$ cat config.mk
export PLATFORM = sky130hd
export DESIGN_NAME = ms_result_serializer
export DESIGN_NICKNAME = d
export VERILOG_FILES = /design/src/rtl/ms_pkg.sv /design/src/rtl/ms_bit_packer.sv /design/src/rtl/ms_result_serializer.sv
export SDC_FILE = /design/constraint.sdc
export NUM_CORES = 2
export LEC_CHECK = 0
export CORE_AREA = 4 4 450 452
export CTS_CLUSTER_SIZE = 24
export DETAILED_ROUTE_END_ITERATION = 12
export DIE_AREA = 0 0 454 456
export PLACE_DENSITY = 0.48
export SLEW_MARGIN = 25
export SYNTH_ARGS = -nofsm -noshare
export SYNTH_HDL_FRONTEND = slang
export SYNTH_HIERARCHICAL = 1
export SYNTH_SLANG_ARGS = --single-unit
$ cat constraint.sdc
create_clock -name clk -period 3.2 [get_ports clk]
set_input_delay 0.32 -clock clk [delete_from_list [all_inputs] [get_ports clk]]
set_output_delay 0.32 -clock clk [all_outputs]
set_load 0.01 [all_outputs]
$ cat src/rtl/ms_pkg.sv
// Shared parameters and types for the modular-squarer result serializer.
package ms_pkg;

    localparam int NUM_ELEMENTS  = 62;
    localparam int BIT_LEN       = 18;
    localparam int WORD_LEN      = 17;
    localparam int OUT_WIDTH     = 32;
    localparam int NUM_OUT_WORDS = 33;
    localparam int BUF_WIDTH     = 49;

    // The final carry digit is only two bits wide; digits 0..61 are WORD_LEN wide.
    localparam int CARRY_LEN  = 2;
    localparam int NUM_DIGITS = NUM_ELEMENTS + 1;

    localparam int CNT_W  = 6;   // holds 0..49
    localparam int IDX_W  = 6;   // holds 0..63
    localparam int WCNT_W = 6;   // holds 0..33

    typedef enum logic {
        ST_IDLE    = 1'b0,
        ST_CONVERT = 1'b1
    } ms_state_e;

    // Coefficient i sits in slice [i]; weight 2^(WORD_LEN*i).
    typedef logic [NUM_ELEMENTS-1:0][BIT_LEN-1:0] ms_coef_t;

endpackage

$ cat src/rtl/ms_bit_packer.sv
// Variable-width append / fixed 32-bit pop bit buffer.
// Digits are written at bit position cnt, so bits already held are never
// disturbed; a pop shifts the buffer right by one output word.
module ms_bit_packer
    import ms_pkg::*;
(
    input  logic                 clk,
    input  logic                 rst,
    input  logic                 clear,
    input  logic                 active,
    input  logic                 digit_avail,
    input  logic [WORD_LEN-1:0]  digit,
    input  logic [CNT_W-1:0]     digit_width,
    input  logic                 pop_ready,
    output logic                 absorb,
    output logic                 out_valid,
    output logic [OUT_WIDTH-1:0] out_data
);

    logic [BUF_WIDTH-1:0] bit_buf;
    logic [CNT_W-1:0]     cnt;
    logic                 pop;
    logic [CNT_W-1:0]     cnt_after_pop;
    logic [BUF_WIDTH-1:0] buf_after_pop;
    logic [BUF_WIDTH-1:0] appended;

    // Pop and append decisions; the guard keeps cnt at or below 49.
    always_comb begin
        out_valid     = active && (cnt >= CNT_W'(OUT_WIDTH));
        out_data      = bit_buf[OUT_WIDTH-1:0];
        pop           = out_valid && pop_ready;
        cnt_after_pop = pop ? (cnt - CNT_W'(OUT_WIDTH)) : cnt;
        buf_after_pop = pop ? (bit_buf >> OUT_WIDTH) : bit_buf;
        absorb        = active && digit_avail && (cnt_after_pop <= CNT_W'(OUT_WIDTH));
        appended      = BUF_WIDTH'(digit) << cnt_after_pop;
    end

    // Buffer and fill count update.
    always_ff @(posedge clk) begin
        if (rst || clear) begin
            bit_buf <= '0;
            cnt     <= '0;
        end else begin
            bit_buf <= absorb ? (buf_after_pop | appended) : buf_after_pop;
            cnt     <= cnt_after_pop + (absorb ? digit_width : CNT_W'(0));
        end
    end

endmodule

$ cat src/rtl/ms_result_serializer.sv
// Resolves a redundant-form squaring result into canonical binary, one
// coefficient per cycle, and streams it out as 33 x 32-bit words LSW first.
// Optional build macro: MS_SER_OVERFLOW_EN adds the sticky overflow port.
//
// state      | meaning
// -----------+-----------------------------------------------------------
// ST_IDLE    | waiting for a result; in_ready high while rst is low
// ST_CONVERT | rippling carries digit by digit and draining output words
module ms_result_serializer
    import ms_pkg::*;
(
    input  logic                 clk,
    input  logic                 rst,
    input  logic                 in_valid,
    output logic                 in_ready,
    input  ms_coef_t             in_ms,
    output logic                 out_valid,
    input  logic                 out_ready,
    output logic [OUT_WIDTH-1:0] out_data,
    output logic                 out_last
`ifdef MS_SER_OVERFLOW_EN
    ,
    output logic                 overflow
`endif
);

    ms_state_e           state_q, state_d;
    ms_coef_t            coef_q;
    logic [1:0]          carry_q;
    logic [IDX_W-1:0]    digit_idx_q;
    logic [WCNT_W-1:0]   word_cnt_q;

    logic                capture;
    logic                active;
    logic                digit_avail;
    logic                is_carry_digit;
    logic [BIT_LEN:0]    sum;
    logic [WORD_LEN-1:0] digit;
    logic [CNT_W-1:0]    digit_width;
    logic                absorb;
    logic                hs;
    logic                last_hs;

    // Handshake qualifiers and the current digit from the low coefficient.
    always_comb begin
        in_ready       = (state_q == ST_IDLE) && !rst;
        capture        = in_valid && in_ready;
        active         = (state_q == ST_CONVERT);
        digit_avail    = (digit_idx_q < IDX_W'(NUM_DIGITS));
        is_carry_digit = (digit_idx_q == IDX_W'(NUM_ELEMENTS));
        sum            = {1'b0, coef_q[0]} + {{(BIT_LEN-1){1'b0}}, carry_q};
        digit          = is_carry_digit ? {{(WORD_LEN-CARRY_LEN){1'b0}}, carry_q}
                                        : sum[WORD_LEN-1:0];
        digit_width    = is_carry_digit ? CNT_W'(CARRY_LEN) : CNT_W'(WORD_LEN);
        hs             = out_valid && out_ready;
        last_hs        = hs && (word_cnt_q == WCNT_W'(NUM_OUT_WORDS - 1));
        out_last       = out_valid && (word_cnt_q == WCNT_W'(NUM_OUT_WORDS - 1));
    end

    // Next-state logic.
    always_comb begin
        state_d = state_q;
        case (state_q)
            ST_IDLE:    if (capture) state_d = ST_CONVERT;
            ST_CONVERT: if (last_hs && !digit_avail) state_d = ST_IDLE;
            default:    state_d = ST_IDLE;
        endcase
    end

    // State register.
    always_ff @(posedge clk) begin
        if (rst) state_q <= ST_IDLE;
        else     state_q <= state_d;
    end

    // Coefficient register shifts down one slot per absorbed digit, so the
    // ripple always works on coef_q[0].
    always_ff @(posedge clk) begin
        if (rst) begin
            coef_q      <= '0;
            carry_q     <= '0;
            digit_idx_q <= '0;
            word_cnt_q  <= '0;
        end else if (capture) begin
            coef_q      <= in_ms;
            carry_q     <= '0;
            digit_idx_q <= '0;
            word_cnt_q  <= '0;
        end else begin
            if (absorb) begin
                coef_q      <= coef_q >> BIT_LEN;
                carry_q     <= is_carry_digit ? 2'b00 : sum[BIT_LEN:WORD_LEN];
                digit_idx_q <= digit_idx_q + IDX_W'(1);
            end
            if (hs) word_cnt_q <= word_cnt_q + WCNT_W'(1);
        end
    end

`ifdef MS_SER_OVERFLOW_EN
    // Sticky flag: the final carry digit was nonzero.
    always_ff @(posedge clk) begin
        if (rst || capture)                            overflow <= 1'b0;
        else if (absorb && is_carry_digit && |carry_q) overflow <= 1'b1;
    end
`endif

    ms_bit_packer u_packer (
        .clk         (clk),
        .rst         (rst),
        .clear       (capture),
        .active      (active),
        .digit_avail (digit_avail),
        .digit       (digit),
        .digit_width (digit_width),
        .pop_ready   (out_ready),
        .absorb      (absorb),
        .out_valid   (out_valid),
        .out_data    (out_data)
    );

endmodule

==> run summary <==
The flow ran to the end, and the final reports show no timing, DRC or antenna violations. The netlist area before placement was 0.05329 mm2; the count of flip-flops with a built-in enable after synthesis was 0. The number of vias per cell after detailed routing is 4.988. The critical path class was register to register. The detail route stage leaves a number of antenna-violating nets equal to 0. The total DRC errors in the routed layout was 0.

Setup repair after global routing could not meet its margin everywhere. The highest cell delay on the worst timing path is 0.42 ns, and the final count of negative-setup-slack endpoints is 0. The run gives 142 as the number of antenna violations at the first check in global routing. The initialized floorplan defines 164 standard-cell rows. For this design the top-level I/O count stands at 1155. The signal on the critical path passes through ha_1 > buf_4 > a21oi_1 > or3_1 > or3_1 > a21oi_2 > mux2i_1 > a21o_1 > o221ai_1 > buf_4 > o211ai_1 > a211oi_1. The logs give 37.91% for the met2 usage and 0.2070 mm2 for the die footprint. The share of flip-flops with an asynchronous set or reset was 0%. STA classifies the critical path endpoint as a register. Timing would allow up to 0.3253 GHz. Clock tree synthesis inserted a total of 146 buffers. Yosys printed 6 warnings. The number of non-filler instances in the completed layout is 9260, and the final count of hold timing violations is 0. The run gives 0.1236 ns as the final worst hold slack. The clock tree root driver cell was clkbuf_16. For the pin with the worst max-slew slack, the measured transition is 1.162 ns. After layout, the design draws a total of 0.04207 W.

TritonCTS built the clock tree. In this design, the largest share of critical-path delay is due to compound AO/OA/AOI/OAI gates. In this run the biggest area consumer among cell types represents 44.56% of the synthesized area.

The via count came out at 46190. By area the synthesized netlist is led by dfxtp_1 (45%), mux2i_1 (21%), a211oi_1 (16%). The number of placed instances with taps included was 8953. Die extent in x: 454 um. The run gives 217 as the largest net degree at the start of global routing. The maximum fanout along the worst path is 4, and the data arrival time of the critical path is 3.76 ns. The tools report the utilization of the core after routing as 36.22%. The number of setup buffers added after CTS is 0. The maximum root-to-sink buffer count is 3, and the share of the cycle needed by the critical path after routing is 96.07%.

Synthesis inferred 1186 register bits. The count of cell types in the netlist was 68. The total routing usage reported by global routing was 21.66%; the share of cells above drive strength 1 was 5.817%. The via count of the first global-routing pass was 45110. The height of the chip was 456 um; the worst setup skew after layout was 0.03436 ns.

The average cell area after synthesis came out at 9.531 um2. For this run, global-route usage on met1 was measured as 26.97%. For the data required time at the worst endpoint, the log shows 3.89 ns.

Sort of element at the start of the critical path: a register. Relative to the synthesized area, the layout overhead comes to 35.17%. After routing, the total negative slack on setup checks comes to 0 ns.

The run gives 27.33 nW as the reported leakage power. Most common cell in the netlist: dfxtp_1. Global routing finished with a remaining overflow of 0. For the count of TritonRoute iterations in the first routing pass, the log shows 5. The number of buffers and inverters on the critical path is 2. The most used flip-flop cell after synthesis is dfxtp_1. Clock latency on the worst-skew pair, taken at its later pin, is 0.79 ns.

The H-tree generated during clock tree synthesis spans 4 levels. The layer flagged by global routing as most heavily used is met2. During placement, the flow inserted port buffers numbering 1154. The type of the tightest min-delay check is primary input to register. In this run the register-to-register setup slack is 0.13 ns.

The HPWL after detailed placement was 178300 um; the max-slew headroom at the worst pin was 22.54%. Library cell contributing the largest single delay on the critical path: or3_1. After technology mapping, the gate count stands at 5591.

The total area inside the core boundary comes to 0.1988 mm2. The post-CTS clock slew at the launch and capture registers of the worst setup and hold paths works out to 0.06 ns. Biggest area consumer among synthesized cells: dfxtp_1. The shortest period the worst path allows came out at 3.074 ns.

The power density over cell area is 584.1 mW/mm2. Across the run, the number of max-cap violations was 0. The run gives 26.80% as the effective utilization at floorplan. For the global placement routability congestion, the log shows 0.8880. For the routed wire length, the log shows 235300 um.

After detailed routing, the average wire length per cell comes to 25.41 um. Global routing consumed, on the met3 layer, 3.476% of the routing resources. Across the VDD grid, the largest voltage drop is 486.7 uV.

Share of the yosys chip area belonging to registers: 44.56%. The count of clock tree sinks is 1186, and the number of nets in the final layout is 7581. In the synthesized netlist, the cells that appear most often are dfxtp_1 (1186), nor2_1 (1163), mux2i_1 (1129). The max-slew violation count was 0. The first-pass GRT wire length came out at 329900 um. For this block, the initial DRC count from the detailed router was 3337.
-- final timing paths --
| path | cells past startpoint | start | endpoint |
|---|---|---|---|
| max reg2reg | 12 | carry_q[0] | u_packer/bit_buf[33] |
| max | 12 | carry_q[0] | u_packer/bit_buf[33] |
| min reg2reg | 2 | u_packer/bit_buf[48] | u_packer/bit_buf[48] |
| min | 3 | in_ms[745] | coef_q[745] |
-- worst reg2reg max path: cells and delay by family (launching register included) --
family	cells	cell delay [ns]
adder cells (fa/ha/maj)	1	0.20
flip-flops	1	0.35
buffers and inverters	2	0.30
AO/OA/AOI/OAI	6	1.20
AND/OR/NAND/NOR	2	0.80
multiplexers	1	0.16
-- flip-flops by register name (all words and copies together), names as in the netlist --
signal / count
coef_q: 1116
u_packer/bit_buf: 49
digit_idx_q: 6
u_packer/cnt: 6
word_cnt_q: 6
carry_q: 2
active: 1
-- metrics by stage --
stage	cell area (um2)	setup WS (ns)
after floorplan	53300	0.2032
after global placement	67030	0.01677
after detailed placement	67030	0.05027
after CTS	71780	0.03264
after global routing	72000	-0.03954
final	72030	0.1259
-- cells in the final DEF, fill, tap and decap left out, types with 5 or more instances in the layout --
cell,synthesis,layout
a211oi_1,1114,1114
a21oi_1,50,48
a22oi_1,6,5
a31oi_1,12,12
a32oi_1,7,7
and2_1,17,17
and3_1,5,5
buf_12,3,35
buf_4,32,83
bufinv_16,0,6
clkbuf_1,355,44
clkbuf_16,0,150
clkbuf_8,0,33
clkdlybuf4s50_1,0,1153
clkinv_2,0,8
dfxtp_1,1186,1186
diode_2,0,54
ha_1,11,11
inv_1,9,9
mux2_2,20,20
mux2i_1,1129,1127
mux4_1,7,7
nand2_1,72,72
nand2b_1,12,12
nand3_1,16,15
nand4_1,10,10
nor2_1,1163,1159
nor2b_1,6,6
nor3_1,13,13
nor3b_1,19,19
o21ai_0,23,23
o221ai_1,9,9
o22ai_1,15,14
or3_1,6,6
xnor2_1,10,10
xor2_1,14,14
-- repair_timing --
action,4_1_cts,5_1_grt
hold buffers,1,0
gates resized for setup,0,15
setup endpoints to repair,0,19
hold endpoints to repair,16,0
-- cell families after synthesis --
family	synth area share [%]
simple gates	10.14
compound gates	17.61
flops	44.56
mux	22.19
buf+inv	4.774
xor+xnor	0.3945
fa+ha+maj	0.3334
other cells	0.007037
-- final cells by class --
cell class,count,area [um2]
antenna,54,135.1
clock buffer,227,4373
clock inverter,23,371.6
fill,20160,126800
inverter,12,45.04
multi-input combinational,3827,27090
sequential,1186,23740
tap,2656,3323
timing repair buffer,1275,12940
-- per-layer routing --
metal  up-vias  wire, um  part of all wire [%]
met5         -        89                 0.038
met4        14      6875                   2.9
met3       415      9464                   4.0
met2      1199    118600                    50
met1     22340    100300                    43
li1      22220         -                     -
-- power by group --
part	internal, W	leakage [nW]	total, W	switching [W]
sequential	0.0161	9.73	0.0171	0.00100
clock	0.00986	2.32	0.0166	0.00675
combinational	0.00420	15.3	0.00836	0.00416
total	0.0302	27.3	0.0421	0.0119
No activity file was read; power rests on OpenSTA's default activity.
